===== src/rtl/sys_defs.sv =====
// Shared recovery/dispatch configuration and the recovery FSM state encoding.
package sys_defs;

    localparam int unsigned N_WAY     = 2;
    localparam int unsigned CDB_BITS  = 6;
    localparam int unsigned XLEN      = 32;
    localparam int unsigned ARCH_REGS = 32;

    typedef enum logic [1:0] {
        IDLE     = 2'd0,
        FLUSH    = 2'd1,
        RESTORE  = 2'd2,
        REDIRECT = 2'd3
    } recovery_state_e;

endpackage


===== src/rtl/disp_min.sv =====
// Four-input unsigned minimum, saturated at the superscalar width.
module disp_min #(
    parameter int unsigned N_WAY = 2
) (
    input  logic [$clog2(N_WAY):0] i_a,
    input  logic [$clog2(N_WAY):0] i_b,
    input  logic [$clog2(N_WAY):0] i_c,
    input  logic [$clog2(N_WAY):0] i_d,
    output logic [$clog2(N_WAY):0] o_min
);

    localparam int unsigned CNT_W = $clog2(N_WAY) + 1;
    localparam logic [CNT_W-1:0] MAX_GRANT = CNT_W'(N_WAY);

    logic [CNT_W-1:0] w_ab;
    logic [CNT_W-1:0] w_cd;
    logic [CNT_W-1:0] w_abcd;

    always_comb begin
        w_ab   = (i_a < i_b) ? i_a : i_b;
        w_cd   = (i_c < i_d) ? i_c : i_d;
        w_abcd = (w_ab < w_cd) ? w_ab : w_cd;
        o_min  = (w_abcd > MAX_GRANT) ? MAX_GRANT : w_abcd;
    end

endmodule


===== src/rtl/recovery_ctrl.sv =====
// Branch-mispredict recovery sequencer (flush, map restore, fetch redirect)
// and dispatch-width arbiter between recoveries.
module recovery_ctrl #(
    parameter int unsigned N_WAY     = sys_defs::N_WAY,
    parameter int unsigned ARCH_REGS = sys_defs::ARCH_REGS,
    parameter int unsigned CDB_BITS  = sys_defs::CDB_BITS,
    parameter int unsigned XLEN      = sys_defs::XLEN,
    parameter int unsigned RPC       = 4
) (
    input  logic                                  clock,
    input  logic                                  reset,
    input  logic                                  branch_haz,
    input  logic [XLEN-1:0]                       br_target_pc,
    input  logic [ARCH_REGS-1:0][CDB_BITS-1:0]    arch_map,
    input  logic [$clog2(N_WAY):0]                fetch_num,
    input  logic [$clog2(N_WAY):0]                free_num,
    input  logic [$clog2(N_WAY):0]                empty_rob,
    input  logic [$clog2(N_WAY):0]                rs_free,
    input  logic                                  fetch_ready,
    output logic [$clog2(N_WAY):0]                dispatch_num,
    output logic                                  flush,
    output logic                                  mt_wr_en,
    output logic [$clog2(ARCH_REGS)-1:0]          mt_wr_idx,
    output logic [RPC-1:0][CDB_BITS-1:0]          mt_wr_data,
    output logic                                  redirect_valid,
    output logic [XLEN-1:0]                       redirect_pc,
    output logic                                  busy
);

    import sys_defs::*;

    localparam int unsigned CNT_W = $clog2(N_WAY) + 1;
    localparam int unsigned IDX_W = $clog2(ARCH_REGS);
    localparam int unsigned N_GRP = ARCH_REGS / RPC;
    localparam int unsigned GRP_W = (N_GRP > 1) ? $clog2(N_GRP) : 1;
    localparam logic [GRP_W-1:0] LAST_GRP = GRP_W'(N_GRP - 1);

    recovery_state_e   r_state;
    recovery_state_e   w_state_nxt;
    logic [GRP_W-1:0]  r_grp_cnt;
    logic [GRP_W-1:0]  w_grp_cnt_nxt;
    logic [XLEN-1:0]   r_pc;
    logic [XLEN-1:0]   w_pc_nxt;
    logic [CNT_W-1:0]  w_min;
    logic [IDX_W-1:0]  w_idx;
    logic [IDX_W-1:0]  w_sel;

    disp_min #(
        .N_WAY (N_WAY)
    ) u_disp_min (
        .i_a   (fetch_num),
        .i_b   (free_num),
        .i_c   (empty_rob),
        .i_d   (rs_free),
        .o_min (w_min)
    );

    // A hazard seen while busy is younger than the one being recovered; drop it.
    always_comb begin
        w_state_nxt   = r_state;
        w_grp_cnt_nxt = r_grp_cnt;
        w_pc_nxt      = r_pc;
        case (r_state)
            IDLE: begin
                if (branch_haz) begin
                    w_state_nxt   = FLUSH;
                    w_pc_nxt      = br_target_pc;
                    w_grp_cnt_nxt = '0;
                end
            end
            FLUSH:    w_state_nxt = RESTORE;
            RESTORE: begin
                w_grp_cnt_nxt = r_grp_cnt + 1'b1;
                if (r_grp_cnt == LAST_GRP) begin
                    w_state_nxt = REDIRECT;
                end
            end
            REDIRECT: begin
                if (fetch_ready) begin
                    w_state_nxt = IDLE;
                end
            end
            default:  w_state_nxt = IDLE;
        endcase
    end

    always_ff @(posedge clock or negedge reset) begin
        if (!reset) begin
            r_state   <= IDLE;
            r_grp_cnt <= '0;
            r_pc      <= '0;
        end else begin
            r_state   <= w_state_nxt;
            r_grp_cnt <= w_grp_cnt_nxt;
            r_pc      <= w_pc_nxt;
        end
    end

    always_comb begin
        busy           = (r_state != IDLE);
        flush          = (r_state == FLUSH);
        mt_wr_en       = (r_state == RESTORE);
        redirect_valid = (r_state == REDIRECT);
        redirect_pc    = redirect_valid ? r_pc : '0;
        dispatch_num   = (reset && (r_state == IDLE)) ? w_min : '0;
    end

    always_comb begin
        w_idx      = IDX_W'(32'(r_grp_cnt) * RPC);
        w_sel      = '0;
        mt_wr_idx  = '0;
        mt_wr_data = '0;
        if (r_state == RESTORE) begin
            mt_wr_idx = w_idx;
            for (int unsigned i = 0; i < RPC; i++) begin
                w_sel         = w_idx + IDX_W'(i);
                mt_wr_data[i] = arch_map[w_sel];
            end
        end
    end

endmodule


===== config.mk =====
export PLATFORM = sky130hd
export DESIGN_NAME = recovery_ctrl
export DESIGN_NICKNAME = d
export VERILOG_FILES = /design/src/rtl/sys_defs.sv /design/src/rtl/disp_min.sv /design/src/rtl/recovery_ctrl.sv
export SDC_FILE = /design/constraint.sdc
export NUM_CORES = 1
export LEC_CHECK = 0
export BUFFER_PORTS_ARGS = -buffer_cell sky130_fd_sc_hd__buf_2
export CORE_AREA = 2 2 119 121
export CTS_BUF_LIST = sky130_fd_sc_hd__clkbuf_8
export CTS_CLUSTER_DIAMETER = 50
export DETAILED_ROUTE_END_ITERATION = 10
export DIE_AREA = 0 0 121 123
export PLACE_DENSITY = 0.66
export SETUP_SLACK_MARGIN = 0.05
export SYNTH_ARGS = -nofsm -noshare
export SYNTH_HDL_FRONTEND = slang
export SYNTH_SLANG_ARGS = --single-unit

===== constraint.sdc =====
create_clock -name clock -period 1.9 [get_ports clock]
set_clock_uncertainty 0.05 [all_clocks]
set_input_delay 0.19 -clock clock [delete_from_list [all_inputs] [get_ports clock]]
set_output_delay 0.19 -clock clock [all_outputs]
set_load 0.005 [all_outputs]

## Yosys cells after proc, flatten, opt, wreduce, memory -nomap -nowiden

Index checks and enable logic that the tools add are counted.

- $lt $le $gt $ge: 8
- Equality and inequality tests: 7
- $mul: 0
- Bitwise operators: 0
- Shift operators: 0
- Mux-type cells: 22
- Add/sub/neg operators: 4
- Reduce and logical (&&, ||, !) cells: 7
- Divide/modulo/power cells: 0

Operator list:

| operator | count |
|---|---|
| $bmux W6 S5 | 3 |
| $mux W32 | 1 |
| $lt A5 B6 Y1 const B | 4 |
| $mux W24 | 1 |
| $mux W6 | 4 |
| $bmux W6 S3 | 1 |
| $mux W2 | 8 |
| $add A5 B2 Y5 const B | 2 |
| $pmux W2 S4 | 1 |
| $lt A2 B2 Y1 | 3 |
| $pmux W3 S2 | 1 |
| $add A5 B1 Y5 const B | 1 |
| $mux W5 | 1 |
| $eq A2 B2 Y1 const B | 2 |
| $ne A2 B2 Y1 const B | 2 |
| $reduce_and A2 Y1 | 2 |
| $reduce_bool A2 Y1 | 2 |
| $add A3 B1 Y3 const B | 1 |
| $eq A3 B3 Y1 const B | 1 |
| $mux W3 | 1 |
| $reduce_and A3 Y1 | 1 |
| $eq A2 B1 Y1 const B | 1 |
| $gt A2 B2 Y1 const B | 1 |
| $logic_not A2 Y1 | 1 |
| other kinds (2) | 2 |

- RAM bits: 0
- Memories: 0
- Register bits: 37
- Bits in read-only memories: 0
- Latch bits: 0
- Output and inout port bits: 67

## Logic depth before layout (Yosys ltp)

Gate-level depths: netlist (run 1).

- Depth in word-level cells: 7
- Mapped depth: 6
- Gate-level depth less buffers: 6

## Modules after synthesis

Synthesis (run 1) repeated with hierarchy kept, for this count alone.

- Cells, all modules: 327
- Area, all modules: 3494.6 um2

By module, submodules not included:

| module | cells each | instances | sequential area each (um2) | area each (um2) |
|---|---|---|---|---|
| recovery_ctrl | 310 | 1 | 925.9 | 3350.7 |
| disp_min | 17 | 1 | 0.0 | 143.9 |

## Worst setup path after synthesis (run 1)

OpenSTA, ideal clock, no wires.

- Kind: register to register
- Start point: reg r_state[0]
- End point: reg r_state[1]
- Stages on the path, launching flop included: 7
- Path buffers: 1
- Clock period less this slack: 1.673 ns
- Setup slack: 0.227 ns
- Data arrival time: 1.496 ns
- Required time: 1.723 ns
- Cells stage by stage: dfrtp_1 inv_1 ha_1 buf_2 inv_2 o221a_2 mux2_1

- Cells in the longest elaborated chain, start to end: 3

RTL lines:

| item | RTL line | source |
|---|---|---|
| start: declaration | recovery_ctrl.sv:38 | `recovery_state_e r_state;` |
| start signal: assignment | recovery_ctrl.sv:93 | `r_state <= w_state_nxt;` |
| $eq A2 B2 Y1 (*) | -- |  |
| named net mt_wr_en | recovery_ctrl.sv:22 | `output logic mt_wr_en,` |
| $ne A2 B1 Y1 (no source line) | -- |  |
| $reduce_and A3 Y1 (no source line) | -- |  |

The timed path passes the listed nets; every way through them passes the cells marked *.
A chain may end at the register's enable or synchronous reset.

==> results of run 1 <==
[cell usage in the layout, fill, tap and decap left out, types with 3 or more instances in the layout]
cell / instances
ha_1: 12
mux4_2: 48
nor2_1: 27
buf_12: 7
clkbuf_8: 6
inv_2: 3
and2_1: 34
mux2_2: 32
dfrtp_1: 34
buf_16: 4
mux2i_1: 25
nand2_1: 4
inv_1: 8
buf_2: 299
buf_4: 7
[worst max path at each step]
stage	from	end	slack (ns)	cells after the start
6_report	r_grp_cnt[1]	mt_wr_data[5]	-0.26	6
5_1_grt	r_grp_cnt[1]	mt_wr_data[14]	-0.37	5
4_1_cts	r_grp_cnt[1]	mt_wr_data[5]	-0.28	6
3_5_place_dp	r_grp_cnt[1]	mt_wr_data[14]	0.03	5
3_3_place_gp	r_grp_cnt[1]	mt_wr_data[7]	0.04	5
2_1_floorplan	r_state[0]	r_state[1]	0.23	6
[timing repair]
item / CTS / global route
buffers inserted: 4 / 1
resized for setup: 6 / 8
endpoints found under the setup margin: 25 / 29
gates cloned: 4 / 0
hold buffers: 1 / 0
hold endpoints to repair: 37 / 0
pin swaps: 3 / 8
[metrics by stage]
stage / utilization / instances / TNS [ns] / worst slack, ns
6_report: 0.4005 / 754 / -5.507 / -0.2613
5_1_grt: 0.4005 / 754 / -7.694 / -0.3702
4_1_cts: 0.3979 / 752 / -6.200 / -0.2827
3_5_place_dp: 0.3775 / 735 / 0 / 0.02828
3_3_place_gp: 0.3775 / 735 / 0 / 0.04286
2_1_floorplan: - / 271 / 0 / 0.2267
[synthesized netlist by cell type]
cell type	instances
mux4_2	48
dfrtp_1	37
and2_1	35
mux2_2	32
nor2_1	27
mux2i_1	26
ha_1	14
buf_2	12
inv_1	8
buf_6	6
clkbuf_1	6
nand2_1	4
a32o_1	2
buf_4	2
o22ai_1	2
a221oi_1	1
and3_1	1
conb_1	1
inv_2	1
mux2_1	1
nand2b_1	1
nand3b_1	1
o21ai_0	1
o221a_2	1
[registers in the layout (all words and copies together), names as in the netlist]
signal / count
r_pc: 32
r_grp_cnt: 3
r_state: 2
[report_power, final]
part | total [W] | switching, W | internal, W
clock | 0.000558 | 0.000273 | 0.000285
combinational | 0.00446 | 0.00189 | 0.00257
sequential | 0.00147 | 0.000272 | 0.00120
total | 0.00649 | 0.00244 | 0.00406
[worst register-to-register path, cell delays in order, from the launching register on]
cell and delay, ns:
dfrtp_4 0.54, buf_4 0.16, ha_1 0.18, ha_2 0.18, o221a_4 0.27, mux2_1 0.31
[layout make-up]
class                           count  area, µm²
Multi-Input combinational cell    199       2345
Inverter                            9      33.78
Tap cell                          180      225.2
Antenna cell                        2      5.005
Clock inverter                      2      7.507
Fill cell                        1350       8160
Timing Repair Buffer              319       1821
Sequential cell                    37      932.1
Clock buffer                        6      82.58
[routing by layer]
metal  wire (µm)  track usage
met1        4966       0.1878
met2        6972       0.3157
met3        1220      0.04290
met4         218      0.05305
met5          12            0
[cell families (layout without fill, tap and decap cells)]
kind of cell,after synthesis,count (layout)
AO/OA/AOI/OAI,7,7
adder cells (fa/ha/maj),14,14
buffers and inverters,35,336
flip-flops,37,37
multiplexers,107,107
other,1,4
AND/OR/NAND/NOR,69,69
==> results by group, run 1 <==
Critical path
  • CP peak stage delay: 0.54 ns
  • Critical path data arrival time: about 1.9 ns
  • Worst-path fanout max: 6
  • Reg-to-reg slack, setup: ~0.1 ns
  • WP data required: 1.66 ns
  • CP Capture Type: output pin
  • Worst reg2reg path depth: 5
  • Cells along the critical path: buf_12 > buf_16 > mux4_2 > mux2i_1 > nor2_1 > buf_2
  • Slowest stage cell, crit path: dfrtp_4
  • RR Endpoint: r_state[1]
  • Critical path class: flop to output pin
  • Kind of cell adding the most delay to the critical path: multiplexers
  • Element type at the critical path start: flop
  • Buf+Inv Stages, Crit Path: 3
  • Reg-to-reg startpoint: r_grp_cnt[1]

Detailed routing
  • Drt total wl: roughly 13000 µm
  • Pre-Repair DR Iteration Count: 4
  • Via Count: 3512
  • Average wire per standard cell: 17.76 µm
  • Average via count per standard cell: around 4.7
  • Final ANT Viol Nets: 0
  • Residual DRC: 0
  • Drt initial violations: 101

Yosys
  • Largest family of logic cells by synthesized area: multiplexers
  • Synthesized cell area: about 3400 µm²
  • Post-Synth XOR/XNOR Area: 0
  • Synth Area in Compound Gates: 0.01678
  • Area fraction of the dominant cell type after synthesis: 0.3152
  • Synth top area cells: mux4_2 (32%), dfrtp_1 (27%), mux2_2 (11%)
  • Seq/Total Area, Yosys: 0.2700
  • Post-synth top area cell: mux4_2
  • Synth cell types: 24
  • #FFs+latches synth: 37
  • Adder-cell share of the synthesized area: 0.05108
  • YS warnings: 0
  • Post-synthesis mux area share: 0.4995
  • Simple-gate share of the synthesized area: 0.1036
  • Mean Syn Cell Area: ~13 µm²
  • Post-Synthesis Cells: between 200 and 300

Power
  • Static leakage: 2.764 nW
  • Power density cells: 1191 nW/µm²
  • Worst IR Drop VDD: between 0.0008 and 0.0009 V
  • Power consumption: about 0.0065 W

Outcome
  • Run status: finished with violations
  • Failing checks: setup timing

Run
  • Max Cap Viol: 0

STA
  • Final slew viol count: 0
  • Final setup vio count: 24
  • Final Hold Fails: 0
  • Tightest Pin Transition: 0.5082 ns
  • Final hold slack: between 0.07 and 0.08 ns
  • Final Cycle Share: 1.138
  • RSZ-0062 raised after global routing: true
  • Peak Freq: ~460 MHz
  • Relative slew slack: 0.6612
  • Post-route worst setup slack: -0.2613 ns
  • Period minus WS final: between 2 and 2.5 ns

Layout
  • Fin area: ~5500 µm²
  • Layout area overhead: 58.96%
  • Ratio of cells with drive above 1 in the final layout: 0.7273
  • Fin nets: just over 800

GRT
  • Initial antenna violation count: 3
  • Remaining Overflow, GRT: 0
  • All-Layer GR Usage: 0.1691
  • Vias in the first global route: 3727
  • First-pass GRT wire length: 19420 µm
  • Largest net degree at the start of global routing: 38

Clock tree
  • CTS root buffer: clkbuf_8
  • Clk buf depth: 2
  • Clock latency on the worst-skew pair: approximately 0.29 ns
  • CTS Buf Count: 5
  • CTS sink cnt: 37
  • Clock transition at path regs: 0.07 ns
  • CTS tree: yes
  • Max H-tree Level: 2

Placement
  • Final HPWL DP: ~11000 µm
  • Port bufs: 300
  • DP Area: a little over 5000 µm²
  • Final RePlAce weighted congestion: ~0.80

Worst hold path
  • Hold Path Class: input port to flop
  • Hold EP: r_pc[6]
  • Hold Path Depth: 2
  • HP Start: br_target_pc[6]

Floorplanning
  • I/O Pins: around 300
  • Row cnt: 43
  • Overall die width: 121 µm
  • Die ar.: ~15000 µm²
  • Initial Util: 0.2520
  • Die Span Y: ~120 µm
  • Core area: ~14000 µm²
Note: power is estimated with default switching activity, not from simulation.
==> run 2, diff against run 1 <==
- CORE_AREA: 2 2 119 121 -> 2 2 117 119
- DIE_AREA: 0 0 121 123 -> 0 0 119 121
- PLACE_DENSITY: 0.66 -> 0.7
- RECOVER_POWER: default -> 100
- clock period: 1.9 -> 1.8 ns (I/O delays scaled with it)
==> run 2 against run 1 <==
  * The run still ends with setup timing left
  * Sequential share of layout area is 0.27 points higher
  * Sequential power hardly changed
  * Count of clock-buffer cells in the layout is 1 lower
  * Combinational power is 2% higher
  * Register-to-register slack worse by 0.07 ns
  * Highest routed layer is now met4
==> results by group, run 2 (synthesis gave the netlist of run 1 again) <==
Outcome
  • Run status: finished with violations (unchanged)
  • Failing checks: setup timing (unchanged)

Detailed routing
  • Average via count per standard cell: 4.800 (was 4.658)
  • Residual DRC: 0 (unchanged)
  • Drt initial violations: 193 (was 101)
  • Final ANT Viol Nets: 0 (unchanged)
  • Via Count: 3624 (was 3512)
  • Pre-Repair DR Iteration Count: 7 (was 4)
  • Average wire per standard cell: 17.52 µm (was 17.76 µm)
  • Drt total wl: 13230 µm (was 13390 µm)

Floorplanning
  • Initial Util: 0.2621 (was 0.2520)
  • I/O Pins: 303 (unchanged)
  • Core area: 13090 µm² (was 13610 µm²)
  • Overall die width: 119 µm (was 121 µm)
  • Die ar.: 14400 µm² (was 14880 µm²)
  • Die Span Y: 121 µm (was 123 µm)
  • Row cnt: 42 (was 43)

STA
  • Final setup vio count: 24 (unchanged)
  • Post-route worst setup slack: -0.3109 ns (was -0.2613 ns)
  • Final Cycle Share: 1.173
  • Peak Freq: 473.7 MHz
  • Tightest Pin Transition: 0.9395 ns (was 0.5082 ns)
  • Period minus WS final: approximately 2.1 ns
  • Final slew viol count: 0 (unchanged)
  • RSZ-0062 raised after global routing: true (unchanged)
  • Relative slew slack: 0.3737 (was 0.6612)
  • Final Hold Fails: 0 (unchanged)

Layout
  • Regs by FF count: r_pc: 32 flops, r_grp_cnt: 3 flops, r_state: 2 flops (unchanged)
  • Largest register FFs: 32 (unchanged)
  • Largest Register: r_pc (unchanged)
  • Fin nets: 824 (was 821)
  • # fillers: 1287 (was 1350)
  • Final Non-Filler Cells: 755 (was 754)
  • Most frequent cells in the layout: buf_2 (295), mux4_2 (48), dfrtp_1 (35), mux2_2 (32), and2_1 (29) (was buf_2 (299), mux4_2 (48), and2_1 (34), dfrtp_1 (34), mux2_2 (32))
  • Layout area overhead: 56.29% (was 58.96%)
  • Ratio of cells with drive above 1 in the final layout: 0.7130 (was 0.7273)
  • Commonest non-fill, non-tap cell in the layout: buf_2 (unchanged)

Critical path
  • Element type at the critical path start: flop (unchanged)
  • Critical path class: flop to output pin (unchanged)
  • Reg-to-reg startpoint: r_grp_cnt[1] (unchanged)
  • Critical path data arrival time: 1.88 ns (was 1.92 ns)
  • Critical Path End: mt_wr_data[6] (was mt_wr_data[5])
  • CP Capture Type: output pin (unchanged)
  • WP data required: 1.57 ns (was 1.66 ns)
  • Critical Path Source: r_grp_cnt[1] (unchanged)
  • Worst reg2reg path depth: 5 (unchanged)
  • Worst-path fanout max: 8 (was 6)
  • RR Endpoint: r_state[1] (unchanged)
  • Reg-to-reg slack, setup: 0.03 ns (was 0.10 ns)

Clock tree
  • Max H-tree Level: 2 (unchanged)
  • CTS tree: yes (unchanged)
  • Clk buf depth: 2 (unchanged)
  • CTS sink cnt: 37 (unchanged)
  • CTS Buf Count: 5 (unchanged)
  • CTS root buffer: clkbuf_8 (unchanged)
  • Clock latency on the worst-skew pair: 0.28 ns (was 0.29 ns)
  • Clock transition at path regs: 0.08 ns (was 0.07 ns)

GRT
  • Remaining Overflow, GRT: 0 (unchanged)
  • Largest net degree at the start of global routing: 38 (unchanged)
  • All-Layer GR Usage: 0.1759 (was 0.1691)
  • Initial antenna violation count: 3 (unchanged)
  • Vias in the first global route: 3797 (was 3727)
  • First-pass GRT wire length: 19940 µm (was 19420 µm)

Power
  • Power consumption: 0.006560 W (was 0.006494 W)
  • Power density cells: 1224 nW/µm² (was 1191 nW/µm²)
  • Worst IR Drop VDD: 0.0005865 V (was 0.0008283 V)
  • Static leakage: 2.728 nW (was 2.764 nW)

Placement
  • Final HPWL DP: 11000 µm (was 10880 µm)
  • Final RePlAce weighted congestion: 0.9117 (was 0.7993)
  • Post-placement cell count: 739 (was 735)
  • Port bufs: 300 (unchanged)
  • Placement Setup Slack: -0.03519 ns (was 0.02828 ns)

Worst hold path
  • Hold Path Class: input port to flop (unchanged)

Run
  • Max Cap Viol: 0 (unchanged)
run 2: cell count changes in the layout (fill, tap and decap cells not counted), moves of 3 or more:
cell	previous run	this run
and2_1	34	29
buf_4	7	4
clkbuf_1	0	4
buf_12	7	3
buf_6	1	5
buf_2	299	295
clkbuf_2	0	4
and2_0	0	6
run 2: layout make-up:
type	count	area, µm²	area share
Sequential cell	37	930.9	0.1737
Tap cell	176	220.2	0.04108
Clock buffer	5	68.82	0.01284
Inverter	9	33.78	0.006303
Multi-Input combinational cell	199	2315	0.4318
Timing Repair Buffer	322	1768	0.3298
Clock inverter	3	13.76	0.002568
Antenna cell	4	10.01	0.001867
run 2: worst max-delay path, cell delays in order, from the launching register on:
cell and delay, ns:
dfrtp_4 0.44, buf_12 0.15, buf_16 0.14, mux4_2 0.50, mux2i_1 0.17, nor2_1 0.06
buf_2 0.14
run 2: report_power, final:
group	total [W]	switching [W]	internal [W]
logic	0.00453	0.00195	0.00258
registers	0.00147	0.000209	0.00126
clock network	0.000558	0.000295	0.000263
run 2: timing repair:
action,in CTS,in global routing
gates cloned,1,0
endpoints found under the hold margin,29,0
pin swaps,2,4
gates resized for setup,11,7
setup endpoints to repair,25,50
hold buffers,1,0
setup buffers,2,0
run 2: worst min path at each step:
stage                     start  slack, ns  depth (start not counted)            to
6_report       br_target_pc[12]       0.07                          2      r_pc[12]
5_1_grt         br_target_pc[2]       0.06                          2       r_pc[2]
4_1_cts         br_target_pc[2]       0.06                          2       r_pc[2]
3_5_place_dp              reset       0.31                          2      r_pc[25]
3_3_place_gp              reset       0.30                          2      r_pc[23]
2_1_floorplan             reset      -0.17                          0  r_grp_cnt[0]
run 2: per-layer routing:
metal,vias up,global-route usage,share of wire
li1,1616,-,-
met1,1715,0.2023,0.36
met2,248,0.3154,0.51
met3,45,0.04934,0.096
met4,0,0.05655,0.033
met5,-,0,0
run 2: through the flow:
step | area (µm²) | util | TNS (ns) | hold WS, ns
after floorplan | 3433 | - | 0 | -0.1656
after global placement | 5180 | 0.3959 | -0.08030 | 0.3023
after detailed placement | 5180 | 0.3959 | -0.2524 | 0.3105
after CTS | 5370 | 0.4104 | -7.031 | 0.05889
after global routing | 5358 | 0.4094 | -9.632 | 0.05577
final | 5360 | 0.4096 | -6.640 | 0.07035
==> run 3, diff against run 2 <==
- ABC_AREA: default -> 1
- CORE_AREA: 2 2 117 119 -> 2 2 119 121
- DIE_AREA: 0 0 119 121 -> 0 0 121 123
- PLACE_DENSITY: 0.7 -> 0.76
==> run 3 against run 2 <==
  * The run still ends with setup timing left
  * Critical path depth increased by 2
  * Die area grew 3.4%
  * Fmax increased by 12%
  * Sequential power up 8%
  * Global-route usage is 3.8 points higher
  * Non-clock buffer count is 24 higher
  * Design area increased by 29%
  * Clock power up 9.0%
  * Combinational power up 62%
  * Worst hold slack worse by 0.0063 ns
  * Setup slack better by 0.23 ns
  * Count of clock-buffer cells in the layout grew 1
==> results by group, run 3 <==
STA
  • Final slew viol count: 0 (unchanged)
  • Final Hold Fails: 0 (unchanged)
  • RSZ-0062 raised after global routing: true (unchanged)
  • Final Cycle Share: 1.043 (was 1.173)
  • Final setup vio count: 30 (was 24)
  • Tightest Pin Transition: 0.9189 ns (was 0.9395 ns)
  • Period minus WS final: 1.878 ns (was 2.111 ns)
  • Post-route worst setup slack: -0.07767 ns (was -0.3109 ns)
  • Relative slew slack: 0.3874 (was 0.3737)
  • Peak Freq: 532.6 MHz (was 473.7 MHz)

Outcome
  • Run status: finished with violations (unchanged)
  • Failing checks: setup timing (unchanged)

Yosys
  • Mean Syn Cell Area: 5.434 µm² (was 12.70 µm²)
  • Post-Synthesis Cells: 823 (was 270)
  • Area fraction of the dominant cell type after synthesis: 0.3391 (was 0.3152)
  • Asr flop ratio synth: 1.000 (unchanged)
  • Synth top cells by count: nand2_1 (404), inv_1 (192), nand3_1 (76) (was mux4_2 (48), dfrtp_1 (37), and2_1 (35))
  • Number of synthesized flops with an enable pin: 0 (unchanged)
  • Most common cell in the netlist: nand2_1 (was mux4_2)
  • Synth cell types: 21 (was 24)
  • Synth top area cells: nand2_1 (34%), dfrtp_1 (21%), inv_1 (16%) (was mux4_2 (32%), dfrtp_1 (27%), mux2_2 (11%))
  • Synthesized cell area: 4472 µm² (was 3430 µm²)
  • Post-synth top area cell: nand2_1 (was mux4_2)
  • Most used flip-flop cell after synthesis: dfrtp_1 (unchanged)
  • Seq/Total Area, Yosys: 0.2071 (was 0.2700)
  • YS warnings: 0 (unchanged)
  • #FFs+latches synth: 37 (unchanged)

Clock tree
  • CTS tree: yes (unchanged)
  • Clock latency on the worst-skew pair: 0.28 ns (about the same)
  • CTS sink cnt: 37 (unchanged)
  • Max H-tree Level: 2 (unchanged)
  • CTS root buffer: clkbuf_8 (unchanged)
  • Clk buf depth: 2 (unchanged)
  • Clock transition at path regs: 0.08 ns (about the same)
  • CTS Buf Count: 5 (unchanged)

Floorplanning
  • I/O Pins: 303 (unchanged)
  • Initial Util: 0.3285 (was 0.2621)
  • Row cnt: 43 (was 42)
  • Die ar.: 14880 µm² (was 14400 µm²)
  • Overall die width: 121 µm (was 119 µm)
  • Core area: 13610 µm² (was 13090 µm²)
  • Die Span Y: 123 µm (was 121 µm)

Layout
  • Ratio of cells with drive above 1 in the final layout: 0.3710 (was 0.7130)
  • Commonest non-fill, non-tap cell in the layout: nand2_1 (was buf_2)
  • Fin nets: 1381 (was 824)
  • Area of the multi-input gates: 2661 µm² (was 2315 µm²)
  • Fin area: 6902 µm² (was 5360 µm²)
  • Largest Register: r_pc (unchanged)
  • Largest register FFs: 32 (unchanged)
  • Regs by FF count: r_pc: 32 flops, r_grp_cnt: 3 flops, r_state: 2 flops (unchanged)
  • FF/Latch Area: 930.9 µm² (unchanged)
  • Most frequent cells in the layout: nand2_1 (379), buf_2 (287), inv_1 (190), nand3_1 (68), dfrtp_1 (35) (was buf_2 (295), mux4_2 (48), dfrtp_1 (35), mux2_2 (32), and2_1 (29))
  • Layout area overhead: 54.34% (was 56.29%)
  • # fillers: 1424 (was 1287)
  • Final Non-Filler Cells: 1317 (was 755)

GRT
  • Vias in the first global route: 5226 (was 3797)
  • All-Layer GR Usage: 0.2136 (was 0.1759)
  • Initial antenna violation count: 6 (was 3)
  • First-pass GRT wire length: 25130 µm (was 19940 µm)
  • Remaining Overflow, GRT: 0 (unchanged)
  • Largest net degree at the start of global routing: 38 (unchanged)

Power
  • Worst IR Drop VDD: 0.001157 V (was 0.0005865 V)
  • Power consumption: 0.009549 W (was 0.006560 W)
  • Static leakage: 4.735 nW (was 2.728 nW)
  • Power density cells: 1384 nW/µm² (was 1224 nW/µm²)

Placement
  • DP Area: 6188 µm² (was 5180 µm²)
  • Post-placement cell count: 1280 (was 739)
  • Final RePlAce weighted congestion: 0.8936 (was 0.9117)
  • Final HPWL DP: 12550 µm (was 11000 µm)
  • Port bufs: 300 (unchanged)

Critical path
  • Worst-path fanout max: 9 (was 8)
  • Slowest stage cell, crit path: dfrtp_4 (was mux4_2)
  • Critical path class: flop to output pin (unchanged)
  • CP peak stage delay: 0.57 ns (was 0.50 ns)
  • Cell repeated most along the worst path: nand2_1
  • Cells along the critical path: buf_16 > buf_8 > nand2_1 > nand3_1 > nand2_1 > nand2_1 > nand2_1 > buf_2 (was buf_12 > buf_16 > mux4_2 > mux2i_1 > nor2_1 > buf_2)
  • CP Capture Type: output pin (unchanged)
  • WP data required: 1.57 ns (about the same)
  • Element type at the critical path start: flop (unchanged)
  • Critical path data arrival time: 1.65 ns (was 1.88 ns)

Worst hold path
  • Hold Path Class: input port to flop (unchanged)

Detailed routing
  • Drt total wl: 17790 µm (was 13230 µm)
  • Pre-Repair DR Iteration Count: 5 (was 7)
  • Final ANT Viol Nets: 0 (unchanged)
  • Residual DRC: 0 (unchanged)
  • Average via count per standard cell: 4.437 (was 4.800)
  • Via Count: 5844 (was 3624)
  • Average wire per standard cell: 13.51 µm (was 17.52 µm)
  • Drt initial violations: 266 (was 193)

Run
  • Max Cap Viol: 0 (unchanged)
-- run 3: power by group --
part           leakage [nW]  switching, W  internal, W
logic                  4.25       0.00384      0.00352
registers             0.438      0.000318      0.00127
clock network        0.0512      0.000297     0.000310
-- run 3: kinds of logic after synthesis --
group | synth area share
simple gates | 0.4340
buf+inv | 0.2278
flops | 0.2071
mux | 0.08058
fa+ha+maj | 0.03917
compound gates | 0.01063
other cells | 0.0008386
-- run 3: critical path, delay by kind of cell (launching register included) --
kind / cells / cell delay (ns)
flops: 1 / 0.57
buf+inv: 3 / 0.43
simple gates: 5 / 0.36
-- run 3: timing repair --
| item | in CTS | in global routing |
|---|---|---|
| hold buffers | 1 | 0 |
| pin swaps | 4 | 22 |
| endpoints found under the setup margin | 25 | 50 |
| setup buffers | 9 | 6 |
| cloned | 8 | 6 |
| endpoints found under the hold margin | 37 | 0 |
| resized for setup | 37 | 45 |
-- run 3: routing by layer --
| metal | wire, µm | track usage |
|---|---|---|
| met1 | 6879 | 0.2418 |
| met4 | 267 | 0.05669 |
| met3 | 1619 | 0.05074 |
| met5 | 0 | 0 |
| met2 | 9022 | 0.3999 |
-- run 3: worst paths after layout --
path / from / to / slack, ns / depth (start not counted)
max in group asynchronous: reset / r_grp_cnt[0] / 0.23 / 3
worst min-delay path: br_target_pc[19] / r_pc[19] / 0.06 / 2
worst max register to register: r_state[0] / r_pc[4] / 0.05 / 6
worst min register to register: r_pc[25] / r_pc[25] / 0.46 / 1
worst max-delay path: r_grp_cnt[0] / mt_wr_data[14] / -0.08 / 8
min in group asynchronous: reset / r_pc[16] / 0.79 / 3
-- run 3: cell type report --
type / instances / share of cell area
well taps: 180 / 0.03263
multi-input cells: 546 / 0.3856
flip-flops and latches: 37 / 0.1349
diodes: 5 / 0.001813
repair buffers: 346 / 0.3231
clock buffers: 6 / 0.01197
clock inverters: 2 / 0.001994
inverters: 195 / 0.1080
-- run 3: through the flow --
step                TNS, ns  utilization  hold slack (ns)  setup slack, ns
floorplan                 0            -          -0.1656           0.1932
global placement          0       0.4546           0.2860           0.1642
detailed placement        0       0.4546           0.2943           0.1679
CTS                  -2.009       0.4952          0.06486          -0.1038
global route         -4.574       0.5070          0.05463          -0.1691
finish               -1.380       0.5070          0.06409         -0.07767
